==> src/rtl/booth_divider_seq_pkg.sv <==
// Shared state encoding for the divider and the companion multiplier's host FSM.
package booth_divider_seq_pkg;

  localparam logic [1:0] ST_IDLE = 2'd0;
  localparam logic [1:0] ST_CALC = 2'd1;
  localparam logic [1:0] ST_FIX  = 2'd2;

  typedef enum logic [1:0] {
    IDLE = ST_IDLE,
    CALC = ST_CALC,
    FIX  = ST_FIX
  } div_state_t;

endpackage

==> src/rtl/booth_divider_seq_if.sv <==
// Start/busy/done handshake plus operand and result buses of the signed divider.
interface booth_divider_seq_if #(
  parameter int unsigned N = 5
);

  logic         start;
  logic [N-1:0] dividend_in;
  logic [N-1:0] divisor_in;
  logic         busy;
  logic         done;
  logic [N-1:0] quotient;
  logic [N-1:0] remainder;
  logic         div_by_zero;
  logic         overflow;

  modport master (
    output start, dividend_in, divisor_in,
    input  busy, done, quotient, remainder, div_by_zero, overflow
  );

  modport slave (
    input  start, dividend_in, divisor_in,
    output busy, done, quotient, remainder, div_by_zero, overflow
  );

endinterface

==> src/rtl/booth_divider_seq_abs_sign_split.sv <==
// Splits an N-bit two's-complement value into sign and N-bit unsigned magnitude.
module booth_divider_seq_abs_sign_split #(
  parameter int unsigned N = 5
) (
  input  logic [N-1:0] value,
  output logic         sign_c,
  output logic [N-1:0] mag_c
);

  // MIN maps to 1<<(N-1), which is representable as an unsigned N-bit magnitude
  assign sign_c = value[N-1];
  assign mag_c  = sign_c ? ((~value) + N'(1)) : value;

endmodule

==> src/rtl/booth_divider_seq.sv <==
// Sequential signed divider: restoring division on magnitudes, one quotient bit per
// clock, followed by a sign-fix cycle.
module booth_divider_seq
  import booth_divider_seq_pkg::*;
#(
  parameter int unsigned N = 5
) (
  input  logic                clk,
  input  logic                rst,
  booth_divider_seq_if.slave  bus
);

  localparam int unsigned    CW      = $clog2(N) + 1;
  localparam logic [N-1:0]   MIN_MAG = {1'b1, {(N-1){1'b0}}};
  localparam logic [N-1:0]   ONE     = N'(1);

  div_state_t    state;
  logic [CW-1:0] cnt;
  logic [N-1:0]  rem_q;
  logic [N-1:0]  quo_q;
  logic [N-1:0]  dmag;
  logic          a_neg;
  logic          b_neg;
  logic          dz;
  logic          ovf;

  logic          busy_q;
  logic          done_q;
  logic [N-1:0]  quotient_q;
  logic [N-1:0]  remainder_q;
  logic          dbz_q;
  logic          ovf_q;

  logic          a_sign_c;
  logic          b_sign_c;
  logic [N-1:0]  a_mag_c;
  logic [N-1:0]  b_mag_c;
  logic [N:0]    r_sh_c;
  logic          r_ge_c;
  logic [N-1:0]  r_sub_c;

  booth_divider_seq_abs_sign_split #(.N(N)) u_split_a (
    .value  (bus.dividend_in),
    .sign_c (a_sign_c),
    .mag_c  (a_mag_c)
  );

  booth_divider_seq_abs_sign_split #(.N(N)) u_split_b (
    .value  (bus.divisor_in),
    .sign_c (b_sign_c),
    .mag_c  (b_mag_c)
  );

  // Partial remainder stays below |divisor| between steps, so N stored bits suffice;
  // only the shifted trial value needs the extra bit.
  always_comb begin
    r_sh_c  = {rem_q, quo_q[N-1]};
    r_ge_c  = (r_sh_c >= {1'b0, dmag});
    r_sub_c = N'(r_sh_c - {1'b0, dmag});
  end

  always_ff @(posedge clk) begin
    if (rst) begin
      state       <= IDLE;
      cnt         <= '0;
      rem_q       <= '0;
      quo_q       <= '0;
      dmag        <= '0;
      a_neg       <= 1'b0;
      b_neg       <= 1'b0;
      dz          <= 1'b0;
      ovf         <= 1'b0;
      busy_q      <= 1'b0;
      done_q      <= 1'b0;
      quotient_q  <= '0;
      remainder_q <= '0;
      dbz_q       <= 1'b0;
      ovf_q       <= 1'b0;
    end else begin
      done_q <= 1'b0;
      case (state)
        IDLE: begin
          if (bus.start) begin
            quo_q  <= a_mag_c;
            dmag   <= b_mag_c;
            rem_q  <= '0;
            a_neg  <= a_sign_c;
            b_neg  <= b_sign_c;
            dz     <= (b_mag_c == '0);
            ovf    <= a_sign_c && (a_mag_c == MIN_MAG) && b_sign_c && (b_mag_c == ONE);
            cnt    <= '0;
            busy_q <= 1'b1;
            state  <= (b_mag_c == '0) ? FIX : CALC;
          end
        end
        CALC: begin
          rem_q <= r_ge_c ? r_sub_c : r_sh_c[N-1:0];
          quo_q <= {quo_q[N-2:0], r_ge_c};
          cnt   <= cnt + CW'(1);
          if (cnt == CW'(N - 1)) state <= FIX;
        end
        FIX: begin
          // Divide-by-zero skips CALC, so quo_q still holds |dividend|
          if (dz) begin
            quotient_q  <= '1;
            remainder_q <= a_neg ? ((~quo_q) + ONE) : quo_q;
          end else begin
            quotient_q  <= (a_neg ^ b_neg) ? ((~quo_q) + ONE) : quo_q;
            remainder_q <= a_neg ? ((~rem_q) + ONE) : rem_q;
          end
          dbz_q  <= dz;
          ovf_q  <= ovf;
          done_q <= 1'b1;
          busy_q <= 1'b0;
          state  <= IDLE;
        end
        default: state <= IDLE;
      endcase
    end
  end

  assign bus.busy        = busy_q;
  assign bus.done        = done_q;
  assign bus.quotient    = quotient_q;
  assign bus.remainder   = remainder_q;
  assign bus.div_by_zero = dbz_q;
  assign bus.overflow    = ovf_q;

endmodule

==> src/flat_wrapper.sv <==
// flat-port wrapper written by rule: the top's interface ports become plain ports
module booth_divider_seq_flat import booth_divider_seq_pkg::*;
#(
  parameter int unsigned N = 5
)
  (clk, rst, bus_start, bus_dividend_in, bus_divisor_in, bus_busy, bus_done, bus_quotient, bus_remainder, bus_div_by_zero, bus_overflow);
  booth_divider_seq_if #(.N(N)) bus_i ();
  input  logic clk;
  input  logic rst;
  input wire logic [$bits(bus_i.start)-1:0] bus_start;
  input wire logic [$bits(bus_i.dividend_in)-1:0] bus_dividend_in;
  input wire logic [$bits(bus_i.divisor_in)-1:0] bus_divisor_in;
  output wire logic [$bits(bus_i.busy)-1:0] bus_busy;
  output wire logic [$bits(bus_i.done)-1:0] bus_done;
  output wire logic [$bits(bus_i.quotient)-1:0] bus_quotient;
  output wire logic [$bits(bus_i.remainder)-1:0] bus_remainder;
  output wire logic [$bits(bus_i.div_by_zero)-1:0] bus_div_by_zero;
  output wire logic [$bits(bus_i.overflow)-1:0] bus_overflow;
  assign bus_i.start = bus_start;
  assign bus_i.dividend_in = bus_dividend_in;
  assign bus_i.divisor_in = bus_divisor_in;
  assign bus_busy = bus_i.busy;
  assign bus_done = bus_i.done;
  assign bus_quotient = bus_i.quotient;
  assign bus_remainder = bus_i.remainder;
  assign bus_div_by_zero = bus_i.div_by_zero;
  assign bus_overflow = bus_i.overflow;
  booth_divider_seq #(.N(N)) u_core (.clk(clk), .rst(rst), .bus(bus_i));
endmodule
==> config.mk <==
export PLATFORM = sky130hd
export DESIGN_NAME = booth_divider_seq_flat
export DESIGN_NICKNAME = d
export VERILOG_FILES = /design/src/rtl/booth_divider_seq_pkg.sv /design/src/rtl/booth_divider_seq_if.sv /design/src/rtl/booth_divider_seq_abs_sign_split.sv /design/src/rtl/booth_divider_seq.sv /design/src/flat_wrapper.sv
export SDC_FILE = /design/constraint.sdc
export NUM_CORES = 1
export LEC_CHECK = 0
export ABC_AREA = 1
export CORE_MARGIN = 2
export CORE_UTILIZATION = 55
export CTS_CLUSTER_DIAMETER = 30
export DETAILED_ROUTE_END_ITERATION = 8
export PLACE_DENSITY = 0.79
export SKIP_LAST_GASP = 1
export SLEW_MARGIN = 20
export SYNTH_ARGS = -nofsm -noshare
export SYNTH_HDL_FRONTEND = slang
export SYNTH_SLANG_ARGS = --single-unit
==> constraint.sdc <==
create_clock -name clk -period 2.5 [get_ports clk]
set_input_delay 0.5 -clock clk [delete_from_list [all_inputs] [get_ports clk]]
set_output_delay 0.5 -clock clk [all_outputs]
set_load 0.02 [all_outputs]
==> impl_metrics.xml, run 1 <==
<?xml version="1.0" encoding="UTF-8"?>
<metrics>
  <group name="detailed_routing">
    <metric name="dr_total_vias" unit="">2123</metric>
    <metric name="average_wire_per_standard_cell" unit="um">13.55</metric>
    <metric name="detail_route.iter0.violations" unit="">112</metric>
    <metric name="route.final.wire_length" unit="um">5311</metric>
    <metric name="drcViolationCount" unit="">0</metric>
    <metric name="detailedRoute.firstPassIterationCount" unit="">5</metric>
    <metric name="route.detailed.vias_per_inst" unit="">5.416</metric>
    <metric name="antenna_left" unit="">0</metric>
  </group>
  <group name="floorplan">
    <metric name="initial_core_util" unit="">0.5826</metric>
    <metric name="design.core.area" unit="um2">3744</metric>
    <metric name="die_w" unit="um">66.97</metric>
    <metric name="boundaryPins" unit="">27</metric>
    <metric name="die_span_in_y" unit="um">66.97</metric>
    <metric name="die_area" unit="um2">4485</metric>
    <metric name="placementRows" unit="">22</metric>
  </group>
  <group name="cells_and_area">
    <metric name="layout.nets" unit="">369</metric>
    <metric name="synth_to_final_area_change" unit="%">18.42</metric>
    <metric name="final_layout_size_suffix_gt1_frac" unit="">0.05523</metric>
    <metric name="insertedDiodeCount" unit="">0</metric>
    <metric name="utilization" unit="">0.6898</metric>
  </group>
  <group name="sta">
    <metric name="finalCritPeriodShare" unit="">0.7876</metric>
    <metric name="max_clock_freq" unit="GHz">0.5079</metric>
    <metric name="final.min_clock_period" unit="ns">1.969</metric>
    <metric name="slew_violations" unit="">0</metric>
    <metric name="skew" unit="ns">0.006351</metric>
    <metric name="setup_viol" unit="">0</metric>
    <metric name="slew_headroom" unit="">0.7723</metric>
    <metric name="transition_at_the_pin_with_the_smallest_max_transition_slack" unit="ns">0.3404</metric>
    <metric name="final-hold-violation-count" unit="">0</metric>
    <metric name="rsz_0062_raised_after_global_routing" unit="">no</metric>
    <metric name="fin_tns_setup" unit="ns">0</metric>
  </group>
  <group name="logic_synthesis">
    <metric name="syn-num-nets" unit="">338</metric>
    <metric name="async_reset_ff_frac" unit="">0</metric>
    <metric name="synth_cells" unit="">312</metric>
    <metric name="yosys.area_share.xor_xnor" unit="">0.02811</metric>
    <metric name="synth_compound_area_frac" unit="">0.1727</metric>
    <metric name="post_synth_fa_ha_maj_area_fraction" unit="">0.07803</metric>
    <metric name="synth_simple_gate_area_frac" unit="">0.2651</metric>
    <metric name="synth_ff_type" unit="">sky130_fd_sc_hd__dfxtp_1</metric>
    <metric name="seq_area_frac_synth" unit="">0.3580</metric>
    <metric name="synth-seq-cells" unit="">39</metric>
    <metric name="total_standard_cell_area_after_synthesis" unit="um2">2181</metric>
    <metric name="synth.avg_cell_area" unit="um2">6.990</metric>
    <metric name="synth_cell_types" unit="">33</metric>
    <metric name="post_synthesis_mux_area_share" unit="">0</metric>
    <metric name="combinational_family_with_the_most_area_after_synthesis" unit="">simple AND/OR/NAND/NOR gates</metric>
    <metric name="synth_enable_flop_cells" unit="">0</metric>
    <metric name="number_of_warning_messages_in_the_yosys_log" unit="">0</metric>
  </group>
  <group name="cts">
    <metric name="tritoncts" unit="">built</metric>
    <metric name="ctsResizeCount" unit="">0</metric>
    <metric name="ctsHtreeMaxLevel" unit="">2</metric>
    <metric name="clock_root_cell" unit="">sky130_fd_sc_hd__clkbuf_8</metric>
    <metric name="clk_pin_slew" unit="ns">0.08</metric>
    <metric name="cts_setup_buffers" unit="">0</metric>
    <metric name="post_cts_hold_buffer_count" unit="">0</metric>
    <metric name="tritoncts.num_buffers" unit="">5</metric>
    <metric name="clk_path_buf_depth" unit="">2</metric>
    <metric name="clk_latency" unit="ns">0.29</metric>
    <metric name="clock_sink_count" unit="">39</metric>
  </group>
  <group name="power">
    <metric name="power.ir.vdd_worst" unit="V">0.0004044</metric>
    <metric name="power-per-cell-area" unit="nW/um2">630.6</metric>
    <metric name="static_leak" unit="nW">1.151</metric>
  </group>
  <group name="critical_path">
    <metric name="timing.critical_path.arrival" unit="ns">2.20</metric>
    <metric name="worst-endpoint-required" unit="ns">2.73</metric>
    <metric name="cp_cell_sequence" unit="">inv_1 -&gt; ha_1 -&gt; inv_1 -&gt; fa_1 -&gt; nand3_1 -&gt; nand3_1 -&gt; nand2_1 -&gt; nand3_1 -&gt; nor2_1 -&gt; nor2_1 -&gt; nor2_1</metric>
    <metric name="max_stage_delay" unit="ns">0.46</metric>
    <metric name="cp-start-kind" unit="">register</metric>
    <metric name="reg2reg_setup_slack" unit="ns">0.53</metric>
    <metric name="cpMaxStageDelayCell" unit="">sky130_fd_sc_hd__fa_1</metric>
    <metric name="critical_path_fanouts_max" unit="">7</metric>
    <metric name="critPathKind" unit="">reg2reg</metric>
    <metric name="worst-path-buf-inv" unit="">2</metric>
    <metric name="critical_path.top_delay_family" unit="">simple AND/OR/NAND/NOR gates</metric>
    <metric name="cp-end-kind" unit="">register</metric>
  </group>
  <group name="worst_hold_path">
    <metric name="hp-class" unit="">reg2reg</metric>
  </group>
  <group name="grt">
    <metric name="largest_net_degree_at_the_start_of_global_routing" unit="">19</metric>
    <metric name="first_pass_grt_wire_length" unit="um">9101</metric>
    <metric name="globalRouteTotalUtil" unit="">0.2710</metric>
    <metric name="via_count_of_the_first_global_routing_pass" unit="">2008</metric>
    <metric name="gr_overflow_total" unit="">0</metric>
    <metric name="grt_antenna_before_repair" unit="">0</metric>
  </group>
  <group name="place">
    <metric name="dp_hpwl" unit="um">4122</metric>
    <metric name="final_wtd_congestion" unit="">0.8770</metric>
    <metric name="io_buffer_count" unit="">26</metric>
  </group>
  <group name="run">
    <metric name="maxCapViolCount" unit="">0</metric>
  </group>
  <group name="run_status">
    <metric name="outcome" unit="">completed</metric>
  </group>
</metrics>
[cell usage after synthesis, types with 2 or more instances]
master | instances | area share
sky130_fd_sc_hd__a21oi_1 | 24 | 0.055
sky130_fd_sc_hd__a31oi_1 | 2 | 0.0057
sky130_fd_sc_hd__buf_2 | 3 | 0.0069
sky130_fd_sc_hd__buf_4 | 2 | 0.0069
sky130_fd_sc_hd__clkbuf_1 | 2 | 0.0034
sky130_fd_sc_hd__dfxtp_1 | 39 | 0.36
sky130_fd_sc_hd__ha_1 | 12 | 0.069
sky130_fd_sc_hd__inv_1 | 45 | 0.077
sky130_fd_sc_hd__inv_2 | 2 | 0.0034
sky130_fd_sc_hd__nand2_1 | 61 | 0.10
sky130_fd_sc_hd__nand2_2 | 2 | 0.0057
sky130_fd_sc_hd__nand3_1 | 34 | 0.078
sky130_fd_sc_hd__nand4_1 | 5 | 0.014
sky130_fd_sc_hd__nor2_1 | 22 | 0.038
sky130_fd_sc_hd__nor3_1 | 3 | 0.0069
sky130_fd_sc_hd__o211ai_1 | 3 | 0.010
sky130_fd_sc_hd__o21ai_0 | 28 | 0.064
sky130_fd_sc_hd__o22ai_1 | 3 | 0.0086
sky130_fd_sc_hd__xnor2_1 | 3 | 0.012
sky130_fd_sc_hd__xor2_1 | 4 | 0.016
[flip-flops by register name, summed over array words and instances (netlist names)]
| register | cells |
|---|---|
| u_core.bus.quotient | 5 |
| u_core.dz | 1 |
| u_core.rem_q | 5 |
| u_core.quo_q | 5 |
| u_core.bus.remainder | 5 |
| u_core.bus.overflow | 1 |
| u_core.dmag | 5 |
| u_core.a_neg | 1 |
| u_core.cnt | 4 |
| u_core.bus.div_by_zero | 1 |
| u_core.state | 2 |
| u_core.ovf | 1 |
| u_core.b_neg | 1 |
| u_core.bus.done | 1 |
| u_core.bus.busy | 1 |
[final timing paths]
path / from / endpoint / depth (start not counted)
worst max-delay path: u_core.quo_q[4] / u_core.rem_q[2] / 11
worst min-delay path: u_core.ovf / u_core.ovf / 2
worst max register to register: u_core.quo_q[4] / u_core.rem_q[2] / 11
worst min register to register: u_core.ovf / u_core.ovf / 2
[per-layer routing]
layer | vias up | GRT usage | wire [um]
met5 | - | 0 | 0
met4 | 0 | 0.07653 | 43
met3 | 4 | 0.04054 | 299
met2 | 57 | 0.4388 | 2407
met1 | 972 | 0.3733 | 2560
li1 | 1090 | - | -
[power by group]
part	switching (mW)	leakage (nW)	internal (mW)
sequential	0.0457	0.318	0.666
combinational	0.314	0.790	0.193
clock	0.213	0.0422	0.196
[cell families after synthesis]
kind of cell	Yosys count
AOI/OAI and AO/OA	68
xor gates and xnor gates	7
adders and majority gates	13
buffers and inverters	54
DFF	39
and+or+nand+nor	131
[area by class of cell]
cell class / count / area (um2)
multi-input combinational: 219 / 1186
fill: 344 / 1161
sequential: 39 / 780.7
timing repair buffer: 31 / 297.8
inverter: 47 / 176.4
clock buffer: 7 / 76.32
tap: 48 / 60.06
clock inverter: 1 / 5.005
[layout by cell type, fill, tap and decap left out, drive strengths merged, types with 3 or more instances in the layout]
master	netlist	routed
buf	5	5
nor2	24	24
nand4	5	5
a21oi	24	24
clkbuf	2	7
ha	12	12
nor3	3	3
xnor2	3	3
nand2	64	64
xor2	4	4
nand3	34	34
inv	47	47
o211ai	3	3
o21ai	29	29
o22ai	3	3
clkdlybuf4s50	0	26
dfxtp	39	39
[worst min-delay path: cells and delay by family (launching register included)]
family	cells	cell delay, ns
DFF	1	0.33
and+or+nand+nor	2	0.12
[stage by stage]
stage / cells / setup WS, ns / hold WS, ns / power (mW) / instance area [um2]
after floorplan: 312 / 0.7223 / 0.4191 / 1.086 / 2181
after global placement: 384 / 0.4909 / 0.4679 / 1.211 / 2501
after detailed placement: 384 / 0.4448 / 0.4705 / 1.225 / 2501
after CTS: 392 / 0.5156 / 0.4826 / 1.628 / 2582
after global routing: 392 / 0.2632 / 0.5090 / 1.738 / 2582
final: 392 / 0.5311 / 0.4907 / 1.629 / 2582
(Power assumes the default switching activity.)
==> run 2, diff against run 1 <==
==> constraint.sdc (replaced) <==
create_clock -name clk -period 2 [get_ports clk]
set_input_delay 0.4 -clock clk [delete_from_list [all_inputs] [get_ports clk]]
set_output_delay 0.4 -clock clk [all_outputs]
set_load 0.02 [all_outputs]
==> impl_metrics.xml, run 2 (synthesis results as in run 1) <==
<?xml version="1.0" encoding="UTF-8"?>
<metrics>
  <group name="grt">
    <metric name="gr_overflow_total" unit="">0</metric>
    <metric name="grt_antenna_before_repair" unit="">0</metric>
    <metric name="largest_net_degree_at_the_start_of_global_routing" unit="">18</metric>
    <metric name="via_count_of_the_first_global_routing_pass" unit="">2018</metric>
    <metric name="globalRouteTotalUtil" unit="">0.2753</metric>
    <metric name="first_pass_grt_wire_length" unit="um">9211</metric>
  </group>
  <group name="floorplan">
    <metric name="placementRows" unit="">22</metric>
    <metric name="boundaryPins" unit="">27</metric>
    <metric name="design.core.area" unit="um2">3744</metric>
    <metric name="initial_core_util" unit="">0.5826</metric>
    <metric name="die_span_in_y" unit="um">66.97</metric>
    <metric name="die_area" unit="um2">4485</metric>
    <metric name="die_w" unit="um">66.97</metric>
  </group>
  <group name="sta">
    <metric name="setup_viol" unit="">0</metric>
    <metric name="setup_ws" unit="ns">0.1474</metric>
    <metric name="fin_worst_hold_slack" unit="ns">0.4821</metric>
    <metric name="fin_tns_setup" unit="ns">0</metric>
    <metric name="transition_at_the_pin_with_the_smallest_max_transition_slack" unit="ns">0.3487</metric>
    <metric name="slew_violations" unit="">0</metric>
    <metric name="final.min_clock_period" unit="ns">1.853</metric>
    <metric name="finalCritPeriodShare" unit="">0.9263</metric>
    <metric name="final-hold-violation-count" unit="">0</metric>
    <metric name="max_clock_freq" unit="GHz">0.5398</metric>
    <metric name="slew_headroom" unit="">0.7657</metric>
    <metric name="skew" unit="ns">0.005472</metric>
  </group>
  <group name="cts">
    <metric name="post_cts_hold_buffer_count" unit="">0</metric>
    <metric name="clock_sink_count" unit="">39</metric>
    <metric name="tritoncts.num_buffers" unit="">5</metric>
    <metric name="clk_pin_slew" unit="ns">0.07</metric>
    <metric name="clk_path_buf_depth" unit="">2</metric>
    <metric name="clk_latency" unit="ns">0.29</metric>
    <metric name="tritoncts" unit="">built</metric>
    <metric name="ctsHtreeMaxLevel" unit="">2</metric>
    <metric name="clock_root_cell" unit="">sky130_fd_sc_hd__clkbuf_8</metric>
  </group>
  <group name="cells_and_area">
    <metric name="layout.nets" unit="">371</metric>
    <metric name="layout_commonest_cell" unit="">sky130_fd_sc_hd__nand2_1</metric>
    <metric name="fillerInstances" unit="">312</metric>
    <metric name="utilization" unit="">0.6945</metric>
    <metric name="insertedDiodeCount" unit="">0</metric>
    <metric name="seq_area" unit="um2">780.7</metric>
    <metric name="fin_cells" unit="">394</metric>
    <metric name="final_layout_size_suffix_gt1_frac" unit="">0.06358</metric>
    <metric name="most-common-layout-cells" unit="">60 x sky130_fd_sc_hd__nand2_1, 45 x sky130_fd_sc_hd__inv_1, 39 x sky130_fd_sc_hd__dfxtp_1, 34 x sky130_fd_sc_hd__nand3_1, 28 x sky130_fd_sc_hd__o21ai_0</metric>
    <metric name="multi_input_area" unit="um2">1189</metric>
    <metric name="synth_to_final_area_change" unit="%">19.22</metric>
    <metric name="design_area" unit="um2">2600</metric>
  </group>
  <group name="detailed_routing">
    <metric name="drcViolationCount" unit="">0</metric>
    <metric name="route.detailed.vias_per_inst" unit="">5.467</metric>
    <metric name="average_wire_per_standard_cell" unit="um">13.65</metric>
    <metric name="antenna_left" unit="">0</metric>
    <metric name="detailedRoute.firstPassIterationCount" unit="">4</metric>
    <metric name="route.final.wire_length" unit="um">5380</metric>
    <metric name="detail_route.iter0.violations" unit="">198</metric>
    <metric name="dr_total_vias" unit="">2154</metric>
  </group>
  <group name="place">
    <metric name="dp_hpwl" unit="um">4127</metric>
    <metric name="dpl.cell_count" unit="">386</metric>
    <metric name="final_wtd_congestion" unit="">0.8632</metric>
    <metric name="io_buffer_count" unit="">26</metric>
    <metric name="post_dp_cell_area" unit="um2">2516</metric>
    <metric name="dp_slack" unit="ns">0.05275</metric>
  </group>
  <group name="power">
    <metric name="report.power.total" unit="mW">2.041</metric>
    <metric name="power_report.internal_total" unit="mW">1.325</metric>
    <metric name="power.ir.vdd_worst" unit="V">0.0005631</metric>
    <metric name="power-per-cell-area" unit="nW/um2">785.2</metric>
    <metric name="seqPwrFrac" unit="">0.436</metric>
    <metric name="static_leak" unit="nW">1.161</metric>
    <metric name="power_frac_comb" unit="">0.314</metric>
    <metric name="swShare" unit="">0.3509</metric>
    <metric name="power.share.clock" unit="">0.250</metric>
    <metric name="net-switching-power" unit="uW">716.3</metric>
  </group>
  <group name="critical_path">
    <metric name="cp-start-kind" unit="">register</metric>
    <metric name="critical_path.top_delay_family" unit="">simple AND/OR/NAND/NOR gates</metric>
    <metric name="worst-path-buf-inv" unit="">2</metric>
    <metric name="critical_path_fanouts_max" unit="">7</metric>
    <metric name="critPathKind" unit="">reg2reg</metric>
    <metric name="cpMaxStageDelayCell" unit="">sky130_fd_sc_hd__fa_1</metric>
    <metric name="timing.critical_path.arrival" unit="ns">2.03</metric>
    <metric name="cp-end-kind" unit="">register</metric>
    <metric name="max_stage_delay" unit="ns">0.47</metric>
    <metric name="cp_cell_sequence" unit="">inv_1 -&gt; ha_1 -&gt; inv_1 -&gt; fa_1 -&gt; nand3_1 -&gt; nand3_1 -&gt; nand2_2 -&gt; nand2_4 -&gt; nand2_1 -&gt; nand2_1 -&gt; nor2_1 -&gt; nor2_1</metric>
    <metric name="worst-endpoint-required" unit="ns">2.18</metric>
  </group>
  <group name="run">
    <metric name="maxCapViolCount" unit="">0</metric>
  </group>
  <group name="worst_hold_path">
    <metric name="hp-class" unit="">reg2reg</metric>
  </group>
  <group name="run_status">
    <metric name="outcome" unit="">completed</metric>
  </group>
</metrics>
run 2: layer usage:
layer,share of wire,track usage
met5,0,0
met4,0.014,0.09439
met3,0.060,0.06757
met2,0.45,0.4288
met1,0.47,0.3702
run 2: worst reg2reg max path: stages (launching register included):
cell and delay (ns):
sky130_fd_sc_hd__dfxtp_1 0.32, sky130_fd_sc_hd__inv_1 0.07, sky130_fd_sc_hd__ha_1 0.14, sky130_fd_sc_hd__inv_1 0.06, sky130_fd_sc_hd__fa_1 0.47, sky130_fd_sc_hd__nand3_1 0.12
sky130_fd_sc_hd__nand3_1 0.09, sky130_fd_sc_hd__nand2_2 0.15, sky130_fd_sc_hd__nand2_4 0.08, sky130_fd_sc_hd__nand2_1 0.07, sky130_fd_sc_hd__nand2_1 0.05, sky130_fd_sc_hd__nor2_1 0.09
sky130_fd_sc_hd__nor2_1 0.04
run 2: final timing paths:
path,startpoint,endpoint,slack [ns],cells past startpoint
max reg2reg,u_core.quo_q[4],u_core.rem_q[2],0.15,12
min,u_core.ovf,u_core.ovf,0.48,2
max,u_core.quo_q[4],u_core.rem_q[2],0.15,12
min reg2reg,u_core.ovf,u_core.ovf,0.48,2
run 2: power groups by stage:
stage / Combinational [mW] / Clock, mW / Sequential [mW]
finish: 0.640 / 0.511 / 0.890
global route: 0.736 / 0.560 / 0.897
CTS: 0.630 / 0.524 / 0.888
detailed placement: 0.625 / 0 / 0.906
global placement: 0.616 / 0 / 0.904
floorplan: 0.457 / 0 / 0.901
run 2: timing repair:
item	in CTS	in global routing
setup endpoints to repair	0	6
resized for setup	0	1
setup buffers	0	0
run 2: final cells by class:
cell class              count  share of cell area
clock inverters             1            0.001925
flip-flops and latches     39              0.3003
repair buffers             33              0.1203
multi-input cells         219              0.4572
inverters                  47             0.06785
well taps                  48             0.02310
clock buffers               7             0.02936
==> run 3, diff against run 2 <==
--- a/config.mk
+++ b/config.mk
@@ -6,6 +6,7 @@
 export NUM_CORES = 1
 export LEC_CHECK = 0
 export ABC_AREA = 1
+export CORE_ASPECT_RATIO = 1.75
 export CORE_MARGIN = 2
 export CORE_UTILIZATION = 55
 export CTS_CLUSTER_DIAMETER = 30
==> impl_metrics.xml, run 3 (synthesis results as in run 1) <==
<?xml version="1.0" encoding="UTF-8"?>
<metrics>
  <group name="floorplan">
    <metric name="die_w" unit="um">51.60</metric>
    <metric name="boundaryPins" unit="">27</metric>
    <metric name="die_area" unit="um2">4505</metric>
    <metric name="die_span_in_y" unit="um">87.30</metric>
    <metric name="design.core.area" unit="um2">3829</metric>
    <metric name="initial_core_util" unit="">0.5696</metric>
    <metric name="placementRows" unit="">30</metric>
  </group>
  <group name="cts">
    <metric name="clock_root_cell" unit="">sky130_fd_sc_hd__clkbuf_8</metric>
    <metric name="clk_path_buf_depth" unit="">2</metric>
    <metric name="ctsHtreeMaxLevel" unit="">2</metric>
    <metric name="tritoncts" unit="">built</metric>
    <metric name="clk_latency" unit="ns">0.30</metric>
    <metric name="clock_sink_count" unit="">39</metric>
    <metric name="post_cts_hold_buffer_count" unit="">0</metric>
    <metric name="tritoncts.num_buffers" unit="">5</metric>
    <metric name="clk_pin_slew" unit="ns">0.08</metric>
  </group>
  <group name="critical_path">
    <metric name="timing.critical_path.mode_cell" unit="">sky130_fd_sc_hd__nand3_1</metric>
    <metric name="worst-endpoint-required" unit="ns">2.19</metric>
    <metric name="worst-r2r-cell-count" unit="">11</metric>
    <metric name="cpMaxStageDelayCell" unit="">sky130_fd_sc_hd__fa_2</metric>
    <metric name="reg2reg_setup_slack" unit="ns">0.18</metric>
    <metric name="crit-reg2reg-launch" unit="">u_core.quo_q[4]</metric>
    <metric name="critical_path.top_delay_family" unit="">adder cells</metric>
    <metric name="worst-path-buf-inv" unit="">3</metric>
    <metric name="timing.critical_path.arrival" unit="ns">2.01</metric>
    <metric name="worst_setup_path_startpoint" unit="">u_core.quo_q[4]</metric>
    <metric name="cp_cell_sequence" unit="">inv_1 -&gt; ha_1 -&gt; inv_1 -&gt; fa_2 -&gt; nand3_1 -&gt; nand3_1 -&gt; nand2_4 -&gt; buf_4 -&gt; nand3_1 -&gt; nand3_1 -&gt; a21oi_1</metric>
    <metric name="cp-start-kind" unit="">register</metric>
    <metric name="critPathKind" unit="">reg2reg</metric>
    <metric name="cp-end-kind" unit="">register</metric>
    <metric name="critical_path_fanouts_max" unit="">6</metric>
    <metric name="timing.rr.end" unit="">u_core.rem_q[0]</metric>
    <metric name="max_stage_delay" unit="ns">0.40</metric>
  </group>
  <group name="power">
    <metric name="swShare" unit="">0.3253</metric>
    <metric name="power_frac_comb" unit="">0.299</metric>
    <metric name="power.ir.vdd_worst" unit="V">0.0007928</metric>
    <metric name="seqPwrFrac" unit="">0.368</metric>
    <metric name="net-switching-power" unit="uW">781.1</metric>
    <metric name="power.share.clock" unit="">0.333</metric>
    <metric name="power-per-cell-area" unit="nW/um2">889.2</metric>
    <metric name="static_leak" unit="nW">1.208</metric>
    <metric name="power_report.internal_total" unit="mW">1.620</metric>
  </group>
  <group name="detailed_routing">
    <metric name="antenna_left" unit="">0</metric>
    <metric name="route.final.wire_length" unit="um">5624</metric>
    <metric name="route.detailed.vias_per_inst" unit="">5.526</metric>
    <metric name="detailedRoute.firstPassIterationCount" unit="">5</metric>
    <metric name="drcViolationCount" unit="">0</metric>
    <metric name="detail_route.iter0.violations" unit="">60</metric>
    <metric name="dr_total_vias" unit="">2205</metric>
    <metric name="average_wire_per_standard_cell" unit="um">14.10</metric>
  </group>
  <group name="cells_and_area">
    <metric name="insertedDiodeCount" unit="">0</metric>
    <metric name="most-common-layout-cells" unit="">60 x sky130_fd_sc_hd__nand2_1, 45 x sky130_fd_sc_hd__inv_1, 39 x sky130_fd_sc_hd__dfxtp_1, 34 x sky130_fd_sc_hd__nand3_1, 28 x sky130_fd_sc_hd__o21ai_0</metric>
    <metric name="synth_to_final_area_change" unit="%">23.81</metric>
    <metric name="layout.nets" unit="">376</metric>
    <metric name="layout_commonest_cell" unit="">sky130_fd_sc_hd__nand2_1</metric>
    <metric name="design_area" unit="um2">2700</metric>
    <metric name="fin_cells" unit="">399</metric>
    <metric name="final_layout_size_suffix_gt1_frac" unit="">0.08547</metric>
  </group>
  <group name="worst_hold_path">
    <metric name="min-delay-start" unit="">u_core.ovf</metric>
    <metric name="min_delay_path_depth" unit="">2</metric>
    <metric name="hp-class" unit="">reg2reg</metric>
    <metric name="worst_hold_path.endpoint" unit="">u_core.bus.overflow</metric>
  </group>
  <group name="grt">
    <metric name="first_pass_grt_wire_length" unit="um">9528</metric>
    <metric name="globalRouteTotalUtil" unit="">0.2811</metric>
    <metric name="most_used_layer_global_route" unit="">met2</metric>
    <metric name="largest_net_degree_at_the_start_of_global_routing" unit="">15</metric>
    <metric name="via_count_of_the_first_global_routing_pass" unit="">2182</metric>
    <metric name="grt_antenna_before_repair" unit="">0</metric>
    <metric name="gr_overflow_total" unit="">0</metric>
    <metric name="grt_util_met2" unit="">0.4977</metric>
    <metric name="grt_util_met1" unit="">0.2975</metric>
    <metric name="grt_util_met3" unit="">0.04811</metric>
  </group>
  <group name="run">
    <metric name="maxCapViolCount" unit="">0</metric>
  </group>
  <group name="place">
    <metric name="io_buffer_count" unit="">26</metric>
    <metric name="dpl.cell_count" unit="">388</metric>
    <metric name="post_dp_cell_area" unit="um2">2531</metric>
    <metric name="dp_hpwl" unit="um">4289</metric>
    <metric name="final_wtd_congestion" unit="">0.9058</metric>
    <metric name="dp_slack" unit="ns">0.03682</metric>
  </group>
  <group name="sta">
    <metric name="skew" unit="ns">0.004104</metric>
    <metric name="fin_tns_setup" unit="ns">0</metric>
    <metric name="transition_at_the_pin_with_the_smallest_max_transition_slack" unit="ns">0.4882</metric>
    <metric name="setup_ws" unit="ns">0.1763</metric>
    <metric name="final.min_clock_period" unit="ns">1.824</metric>
    <metric name="slew_violations" unit="">0</metric>
    <metric name="final-hold-violation-count" unit="">0</metric>
    <metric name="slew_headroom" unit="">0.6733</metric>
    <metric name="rsz_0062_raised_after_global_routing" unit="">no</metric>
    <metric name="setup_viol" unit="">0</metric>
    <metric name="max_clock_freq" unit="GHz">0.5483</metric>
    <metric name="finalCritPeriodShare" unit="">0.9119</metric>
  </group>
  <group name="run_status">
    <metric name="outcome" unit="">completed</metric>
  </group>
</metrics>
run 3: layer usage:
layer	vias to the layer above	wire (um)
li1	1107	-
met1	1008	2140
met2	73	3014
met3	17	263
met4	0	206
met5	-	0
run 3: area by class of cell:
class | count | area, um2
clock buffer | 5 | 68.82
clock inverter | 3 | 67.56
fill | 355 | 1129
inverter | 47 | 176.4
multi-input combinational | 219 | 1196
sequential | 39 | 780.7
tap | 48 | 60.06
timing repair buffer | 38 | 350.3
run 3: worst max-delay path by stage:
| stage | cells past startpoint | end |
|---|---|---|
| finish | 11 | u_core.rem_q[0] |
| global route | 12 | u_core.rem_q[2] |
| CTS | 11 | u_core.rem_q[0] |
| detailed placement | 10 | u_core.ovf |
| global placement | 10 | u_core.ovf |
| floorplan | 12 | u_core.rem_q[2] |
run 3: power groups by stage:
stage                     Clock, mW  Combinational, mW  Sequential, mW
after floorplan                   0              0.457           0.901
after global placement            0              0.639           0.899
after detailed placement          0              0.648           0.901
after CTS                     0.796              0.655           0.883
after global routing          0.836              0.811           0.892
final                         0.799              0.718           0.884
run 3: repair_timing:
action | in CTS | in global routing
setup buffers | 0 | 3
endpoints found under the setup margin | 0 | 6
resized for setup | 0 | 3
run 3: per-stage QoR:
| stage | utilization | power [mW] | hold slack [ns] |
|---|---|---|---|
| 2_1_floorplan | - | 1.358 | 0.4191 |
| 3_3_place_gp | 0.6611 | 1.538 | 0.4304 |
| 3_5_place_dp | 0.6611 | 1.548 | 0.4402 |
| 4_1_cts | 0.6967 | 2.334 | 0.4547 |
| 5_1_grt | 0.7052 | 2.539 | 0.4777 |
| 6_report | 0.7052 | 2.401 | 0.4517 |
run 3: worst min-delay path, delay by kind of cell, from the launching register on:
| kind | cells | cell delay, ns |
|---|---|---|
| AND/OR/NAND/NOR | 2 | 0.10 |
| flip-flops | 1 | 0.32 |
